<file path="config.mk">
export PLATFORM = sky130hd
export DESIGN_NAME = tl_input_conditioner_flat
export DESIGN_NICKNAME = d
export VERILOG_FILES = /design/src/rtl/tl_input_conditioner_if.sv /design/src/rtl/tl_input_conditioner.sv /design/src/flat_wrapper.sv
export SDC_FILE = /design/constraint.sdc
export NUM_CORES = 1
export LEC_CHECK = 0
export BUFFER_PORTS_ARGS = -buffer_cell sky130_fd_sc_hd__buf_2
export CAP_MARGIN = 30
export CORE_MARGIN = 4
export CORE_UTILIZATION = 55
export DETAILED_ROUTE_END_ITERATION = 8
export PLACE_DENSITY = 0.73
export SLEW_MARGIN = 15
export SYNTH_ARGS = -nofsm -noshare
export SYNTH_HDL_FRONTEND = slang
export SYNTH_SLANG_ARGS = --single-unit
</file>
<file path="constraint.sdc">
create_clock -name clk -period 2.7 [get_ports clk]
set_input_delay 0.135 -clock clk [delete_from_list [all_inputs] [get_ports clk]]
set_output_delay 0.135 -clock clk [all_outputs]
set_load 0.02 [all_outputs]
</file>
<file path="src/rtl/tl_input_conditioner_if.sv">
// Signal bundle between the traffic-light controller side and the input conditioner.
// The master drives raw inputs and controller pulses; the slave returns conditioned outputs.
interface tl_input_conditioner_if;
    logic walkButton;
    logic Sensor;
    logic walk_ack;
    logic tick_clr;
    logic walk_req;
    logic sensor_out;
    logic tick;

    modport master (
        output walkButton, Sensor, walk_ack, tick_clr,
        input  walk_req, sensor_out, tick
    );

    modport slave (
        input  walkButton, Sensor, walk_ack, tick_clr,
        output walk_req, sensor_out, tick
    );
endinterface

</file>
<file path="src/rtl/tl_input_conditioner.sv">
// Synchronizes and debounces the pedestrian button and vehicle sensor, latches walk requests
// and generates the tick timebase. Define TL_SENSOR_DEBOUNCE_EN to debounce the sensor too.
module tl_input_conditioner #(
    parameter int TICK_DIV  = 100000000,
    parameter int DB_CYCLES = 1000000
) (
    input  logic                   clk,
    input  logic                   rst,
    tl_input_conditioner_if.slave  bus
);

    localparam int TICK_W = $clog2(TICK_DIV);
    localparam int DB_W   = $clog2(DB_CYCLES);
    localparam logic [TICK_W-1:0] TICK_LAST = TICK_W'(TICK_DIV - 1);
    localparam logic [DB_W-1:0]   DB_LAST   = DB_W'(DB_CYCLES - 1);

    typedef struct packed {
        logic            stable;
        logic [DB_W-1:0] cnt;
    } db_t;

    localparam db_t DB_IDLE = '{stable: 1'b0, cnt: {DB_W{1'b0}}};

    // A new level is accepted only after DB_CYCLES consecutive cycles of disagreement.
    function automatic db_t db_step(input logic sync, input db_t cur);
        db_t nxt;
        nxt = cur;
        if (sync == cur.stable) begin
            nxt.cnt = {DB_W{1'b0}};
        end else if (cur.cnt == DB_LAST) begin
            nxt.stable = sync;
            nxt.cnt    = {DB_W{1'b0}};
        end else begin
            nxt.cnt = cur.cnt + DB_W'(1);
        end
        return nxt;
    endfunction

    logic [1:0]        walk_sync_r;
    logic [1:0]        sensor_sync_r;
    db_t               walk_db_r;
    logic              walk_stable_d_r;
    logic              walk_req_r;
    logic [TICK_W-1:0] tick_cnt_r;
    logic              tick_r;

    // Button path: synchronizer, debouncer and request latch (a fresh rising edge beats ack).
    always_ff @(posedge clk) begin
        if (rst) begin
            walk_sync_r     <= 2'b00;
            walk_db_r       <= DB_IDLE;
            walk_stable_d_r <= 1'b0;
            walk_req_r      <= 1'b0;
        end else begin
            walk_sync_r     <= {walk_sync_r[0], bus.walkButton};
            walk_db_r       <= db_step(walk_sync_r[1], walk_db_r);
            walk_stable_d_r <= walk_db_r.stable;
            if (walk_db_r.stable && !walk_stable_d_r) begin
                walk_req_r <= 1'b1;
            end else if (bus.walk_ack) begin
                walk_req_r <= 1'b0;
            end else begin
                walk_req_r <= walk_req_r;
            end
        end
    end

`ifdef TL_SENSOR_DEBOUNCE_EN
    db_t sensor_db_r;

    // Sensor path: synchronizer followed by the same debouncer as the button.
    always_ff @(posedge clk) begin
        if (rst) begin
            sensor_sync_r <= 2'b00;
            sensor_db_r   <= DB_IDLE;
        end else begin
            sensor_sync_r <= {sensor_sync_r[0], bus.Sensor};
            sensor_db_r   <= db_step(sensor_sync_r[1], sensor_db_r);
        end
    end

    assign bus.sensor_out = sensor_db_r.stable;
`else
    logic sensor_out_r;

    // Sensor path: synchronizer and a single output register, no debounce.
    always_ff @(posedge clk) begin
        if (rst) begin
            sensor_sync_r <= 2'b00;
            sensor_out_r  <= 1'b0;
        end else begin
            sensor_sync_r <= {sensor_sync_r[0], bus.Sensor};
            sensor_out_r  <= sensor_sync_r[1];
        end
    end

    assign bus.sensor_out = sensor_out_r;
`endif

    // Tick timebase; tick_clr restarts the count and suppresses a coincident tick.
    always_ff @(posedge clk) begin
        if (rst || bus.tick_clr) begin
            tick_cnt_r <= {TICK_W{1'b0}};
            tick_r     <= 1'b0;
        end else if (tick_cnt_r == TICK_LAST) begin
            tick_cnt_r <= {TICK_W{1'b0}};
            tick_r     <= 1'b1;
        end else begin
            tick_cnt_r <= tick_cnt_r + TICK_W'(1);
            tick_r     <= 1'b0;
        end
    end

    assign bus.walk_req = walk_req_r;
    assign bus.tick     = tick_r;

endmodule

</file>
<file path="src/flat_wrapper.sv">
// flat-port wrapper written by rule: the top's interface ports become plain ports
module tl_input_conditioner_flat 
#(
    parameter int TICK_DIV  = 100000000,
    parameter int DB_CYCLES = 1000000
)
  (clk, rst, bus_walkButton, bus_Sensor, bus_walk_ack, bus_tick_clr, bus_walk_req, bus_sensor_out, bus_tick);
  tl_input_conditioner_if bus_i ();
  input  logic clk;
  input  logic rst;
  input wire logic [$bits(bus_i.walkButton)-1:0] bus_walkButton;
  input wire logic [$bits(bus_i.Sensor)-1:0] bus_Sensor;
  input wire logic [$bits(bus_i.walk_ack)-1:0] bus_walk_ack;
  input wire logic [$bits(bus_i.tick_clr)-1:0] bus_tick_clr;
  output wire logic [$bits(bus_i.walk_req)-1:0] bus_walk_req;
  output wire logic [$bits(bus_i.sensor_out)-1:0] bus_sensor_out;
  output wire logic [$bits(bus_i.tick)-1:0] bus_tick;
  assign bus_i.walkButton = bus_walkButton;
  assign bus_i.Sensor = bus_Sensor;
  assign bus_i.walk_ack = bus_walk_ack;
  assign bus_i.tick_clr = bus_tick_clr;
  assign bus_walk_req = bus_i.walk_req;
  assign bus_sensor_out = bus_i.sensor_out;
  assign bus_tick = bus_i.tick;
  tl_input_conditioner #(.TICK_DIV(TICK_DIV), .DB_CYCLES(DB_CYCLES)) u_core (.clk(clk), .rst(rst), .bus(bus_i));
endmodule
</file>
## Word-level counts from Yosys, hierarchy flattened

Index checks and enable logic that the tools add are counted.

- Add/sub/neg operators: 2
- Equality and inequality tests: 3
- Multiplexer cells: 3
- Bitwise logic cells: 1
- Reduce and logical (&&, ||, !) cells: 7

Operators by type and width:

| kind | number |
|---|---|
| adder 27 x 1 -> 27 bit (second input constant) | 1 |
| equality test 27 bit (second input constant) | 1 |
| adder 20 x 1 -> 20 bit (second input constant) | 1 |
| equality test 20 bit (second input constant) | 1 |
| 2-to-1 mux 1 bit | 3 |
| OR reduction 3 bit | 1 |
| AND reduction 2 bit | 1 |
| nonzero test 2 bit | 1 |
| OR reduction 2 bit | 1 |
| equality test 1 bit | 1 |
| logical AND 1 bit | 1 |
| logical NOT 1 bit | 1 |
| logical OR 1 bit | 1 |
| NOT 1 bit | 1 |

- Bits in registers: 56
- Input bits: 6
- Output and inout bits: 3

## Longest topological paths before layout

- Word-level depth: 3
- Mapped depth: 7
- Depth with buffers taken out: 5

## Worst setup path after synthesis

No wires, ideal clock.

- Path kind: register to register
- Start point: register u_core.walk_db_r[13] (netlist name)
- End point: register u_core.walk_db_r[10] (netlist name)
- Library setup time: 0.115 ns
- Arrival time: 1.827 ns
- Slack: 0.758 ns
- Cell stages (with the launch flop): 6
- Path buffers: 1
- Clock period less this slack: 1.942 ns
- Cell sequence: dfxtp_1 or4_1 or4_4 o21ai_4 buf_6 nor2_1

- Cells in the longest elaborated chain, start to end: 2

RTL lines:

| element | RTL line | source |
|---|---|---|
| from (decl) | tl_input_conditioner.sv:41 | `db_t walk_db_r;` |
| from (signal assigned) | tl_input_conditioner.sv:56 | `walk_db_r <= db_step(walk_sync_r[1], walk_db_r);` |
| equality test 20 bit | tl_input_conditioner.sv:30 | `end else if (cur.cnt == DB_LAST) begin` |
| OR reduction 3 bit (no source line) | -- |  |

Every way passes these cells.
A chain may end at the register's enable or synchronous reset.

## Worst setup path in the final report

- Start point: register u_core.tick_cnt_r[0]
- End point: register u_core.tick_cnt_r[24]

- Cells in the longest elaborated chain, start to end: 2
- Elaborated cells between the ends (all ways): 3
- Those cells by class: add/sub: 1; eq/ne: 1; reduce/logical: 1

RTL lines:

| element | RTL line | source |
|---|---|---|
| from (decl) | tl_input_conditioner.sv:44 | `logic [TICK_W-1:0] tick_cnt_r;` |
| from (signal assigned) | tl_input_conditioner.sv:103 | `tick_cnt_r <= {TICK_W{1'b0}};` |
| from (signal assigned) | tl_input_conditioner.sv:106 | `tick_cnt_r <= {TICK_W{1'b0}};` |
| from (signal assigned) | tl_input_conditioner.sv:109 | `tick_cnt_r <= tick_cnt_r + TICK_W'(1);` |
| branches (longest 2 deep; another with adder 27 x 1 -> 27 bit) | -- |  |

Several ways; the timed one is not identified.

==> impl_metrics.tcl <==
set metrics [dict create \
    gp_congestion 0.766 \
    fmax_mhz 458 \
    path_clk_slew_ps 100 \
    setup_tns_ps 0 \
    grt_max_degree 20 \
    start_util_pct 57.0 \
    final_cell_mix "56 x dfxtp_1, 29 x nor2_1, 20 x a21oi_1" \
    synth-seq-cells 56 \
    wl_per_cell_um 13.5 \
    synth_edf_count 0 \
    ios 9 \
    clk_latency_ps 310 \
    cp-end-kind "flop" \
    placed_area_sq_um 2540 \
    yosysSeqAreaShare_pct 45.2 \
    via_per_inst 5.78 \
    grt_pass1_wl_mm 7.80 \
    first_global_vias 1759 \
    cp_max_fo 10 \
    synth_flop_cell "dfxtp_1" \
    max_cap_violations 0 \
    cp.required_ps 2950 \
    crit_path_start_kind "flop" \
    slew_violations 0 \
    min_path_type "primary input to flop" \
    drive_gt1_share_pct 9.96 \
    die_h_um 75.2 \
    htreeDepth 2 \
    diodes 0 \
    regToRegSetupSlack_ps 520 \
    antenna_found_initial 0 \
    post_cts_buffers 0 \
    register_area_sq_um 1120 \
    nNetsFinal 288 \
    mostFrequentLayoutCell "dfxtp_1" \
    synthesis.nets 283 \
    cts-root-buf "clkbuf_8" \
    rows 24 \
    syn_area_per_cell_sq_um 9.03 \
    outcome "complete, no violations" \
    postRouteAntennaNets 0 \
    route.vias.total 1924 \
    finalCriticalPeriod_ps 2180 \
    dr.pass1.iters 4 \
    worstSetupPathType "flop to flop" \
    post_cts_resized 0 \
    drtIter0Drc 99 \
    relSlewSlack_pct 65.3 \
    setup_viol 0 \
    cellPowerDensity_nw_per_um2 563 \
    period_share_pct 80.8 \
    drt-total-wl_mm 4.51 \
    ir_worst_vdd_v 0.000386 \
    synth.cell_area_sq_um 2480 \
    hpwl_mm 3.08 \
    synthCells 275 \
    multi_input_area_sq_um 1270 \
    n_fill_cell 371 \
    fin_skew_ps 9.10 \
    worstMarginPinSlew_ps 518 \
    power_leakage_uw 0.000816 \
    final_area_sq_um 2670 \
    die-width_um 75.2 \
    drc 0 \
    area_growth_pct 7.71 \
    cts_tree "built" \
    postSynth.asyncResetShare_pct 0 \
    max-clock-path-buffers 2 \
    core_area_sq_um 4350 \
    grt-ovfl-total 0 \
    arrival_ps 2430 \
    hold_viol 0 \
    yosys_warnings 0 \
    io_buffers 8 \
    synth.distinct_cells 36 \
    rsz0062_at_grt "false" \
    clock-sinks 56 \
    ctsHoldBuffers 0 \
    grtUsageTotal_pct 17.8 \
    cts_made_buffers 5 \
    die_area_sq_um 5650 \
]
-- final timing paths --
kind / start / to / cells after the start
min: bus_Sensor / u_core.sensor_sync_r[0] / 2
max reg2reg: u_core.tick_cnt_r[0] / u_core.tick_cnt_r[24] / 5
min reg2reg: u_core.walk_sync_r[0] / u_core.walk_sync_r[1] / 1
max: u_core.tick_cnt_r[0] / u_core.tick_cnt_r[24] / 5
-- flip-flops by register name (all words and copies together) (netlist names) --
register	cells
u_core.bus.tick	1
u_core.walk_sync_r	2
u_core.walk_db_r	21
u_core.sensor_sync_r	2
u_core.walk_stable_d_r	1
u_core.bus.walk_req	1
u_core.tick_cnt_r	27
u_core.bus.sensor_out	1
-- per-stage QoR --
step	setup slack (ps)	std cells	util (%)	total power (uW)	hold slack [ps]
floorplan	758	275	-	870	207
global placement	547	325	58.2	877	344
detailed placement	517	325	58.2	878	349
CTS	491	333	61.4	1520	12.1
global route	362	333	61.4	1560	13.4
finish	518	333	61.4	1500	24.4
-- cells in the mapped netlist, types with 5 or more instances --
cell type / count / area share [%]
a21oi_1: 20 / 4.0
inv_1: 8 / 1.2
o31ai_1: 9 / 2.7
xor2_1: 17 / 6.0
nand2_1: 12 / 1.8
xnor2_1: 8 / 2.8
nor3_1: 6 / 1.2
nand3_1: 15 / 3.0
or3_1: 8 / 2.0
dfxtp_1: 56 / 45
nand4_1: 14 / 3.5
and4_1: 5 / 1.8
o21ai_0: 7 / 1.4
nor2_1: 29 / 4.4
or4_1: 12 / 3.6
clkbuf_1: 6 / 0.91
nor2b_1: 7 / 1.8
-- kinds of logic after synthesis --
logic type	synth area share [%]
compound gates	11.2
xor+xnor	8.82
flops	45.2
simple gates	30.2
buf+inv	3.58
fa+ha+maj	1.01
-- critical path: stages, from the launching register on --
cell,delay (ps)
dfxtp_1,380
ha_1,240
and4_1,320
nand3_1,310
or4b_2,710
a21oi_1,140
-- report_power, final --
| part | internal (uW) | leakage [uW] | switching (uW) |
|---|---|---|---|
| registers | 830 | 0.000452 | 2.44 |
| clock network | 373 | 0.0000687 | 274 |
| logic | 9.01 | 0.000295 | 16.0 |
| total | 1210 | 0.000816 | 292 |
-- metal layers --
| layer | global-route usage [%] | up-vias | part of all wire [%] |
|---|---|---|---|
| met1 | 23.0 | 899 | 48 |
| met3 | 5.21 | 2 | 3.2 |
| met2 | 29.1 | 18 | 48 |
| met4 | 5.24 | 0 | 0.69 |
| met5 | 0 | - | 0 |
| li1 | - | 1005 | - |
-- layout make-up --
| type | count | area share [%] |
|---|---|---|
| Clock buffer | 5 | 2.57 |
| Clock inverter | 3 | 2.57 |
| Inverter | 8 | 1.12 |
| Multi-Input combinational cell | 200 | 47.6 |
| Sequential cell | 56 | 41.9 |
| Tap cell | 52 | 2.43 |
| Timing Repair Buffer | 9 | 1.78 |
No activity file was read; power rests on OpenSTA's default activity.
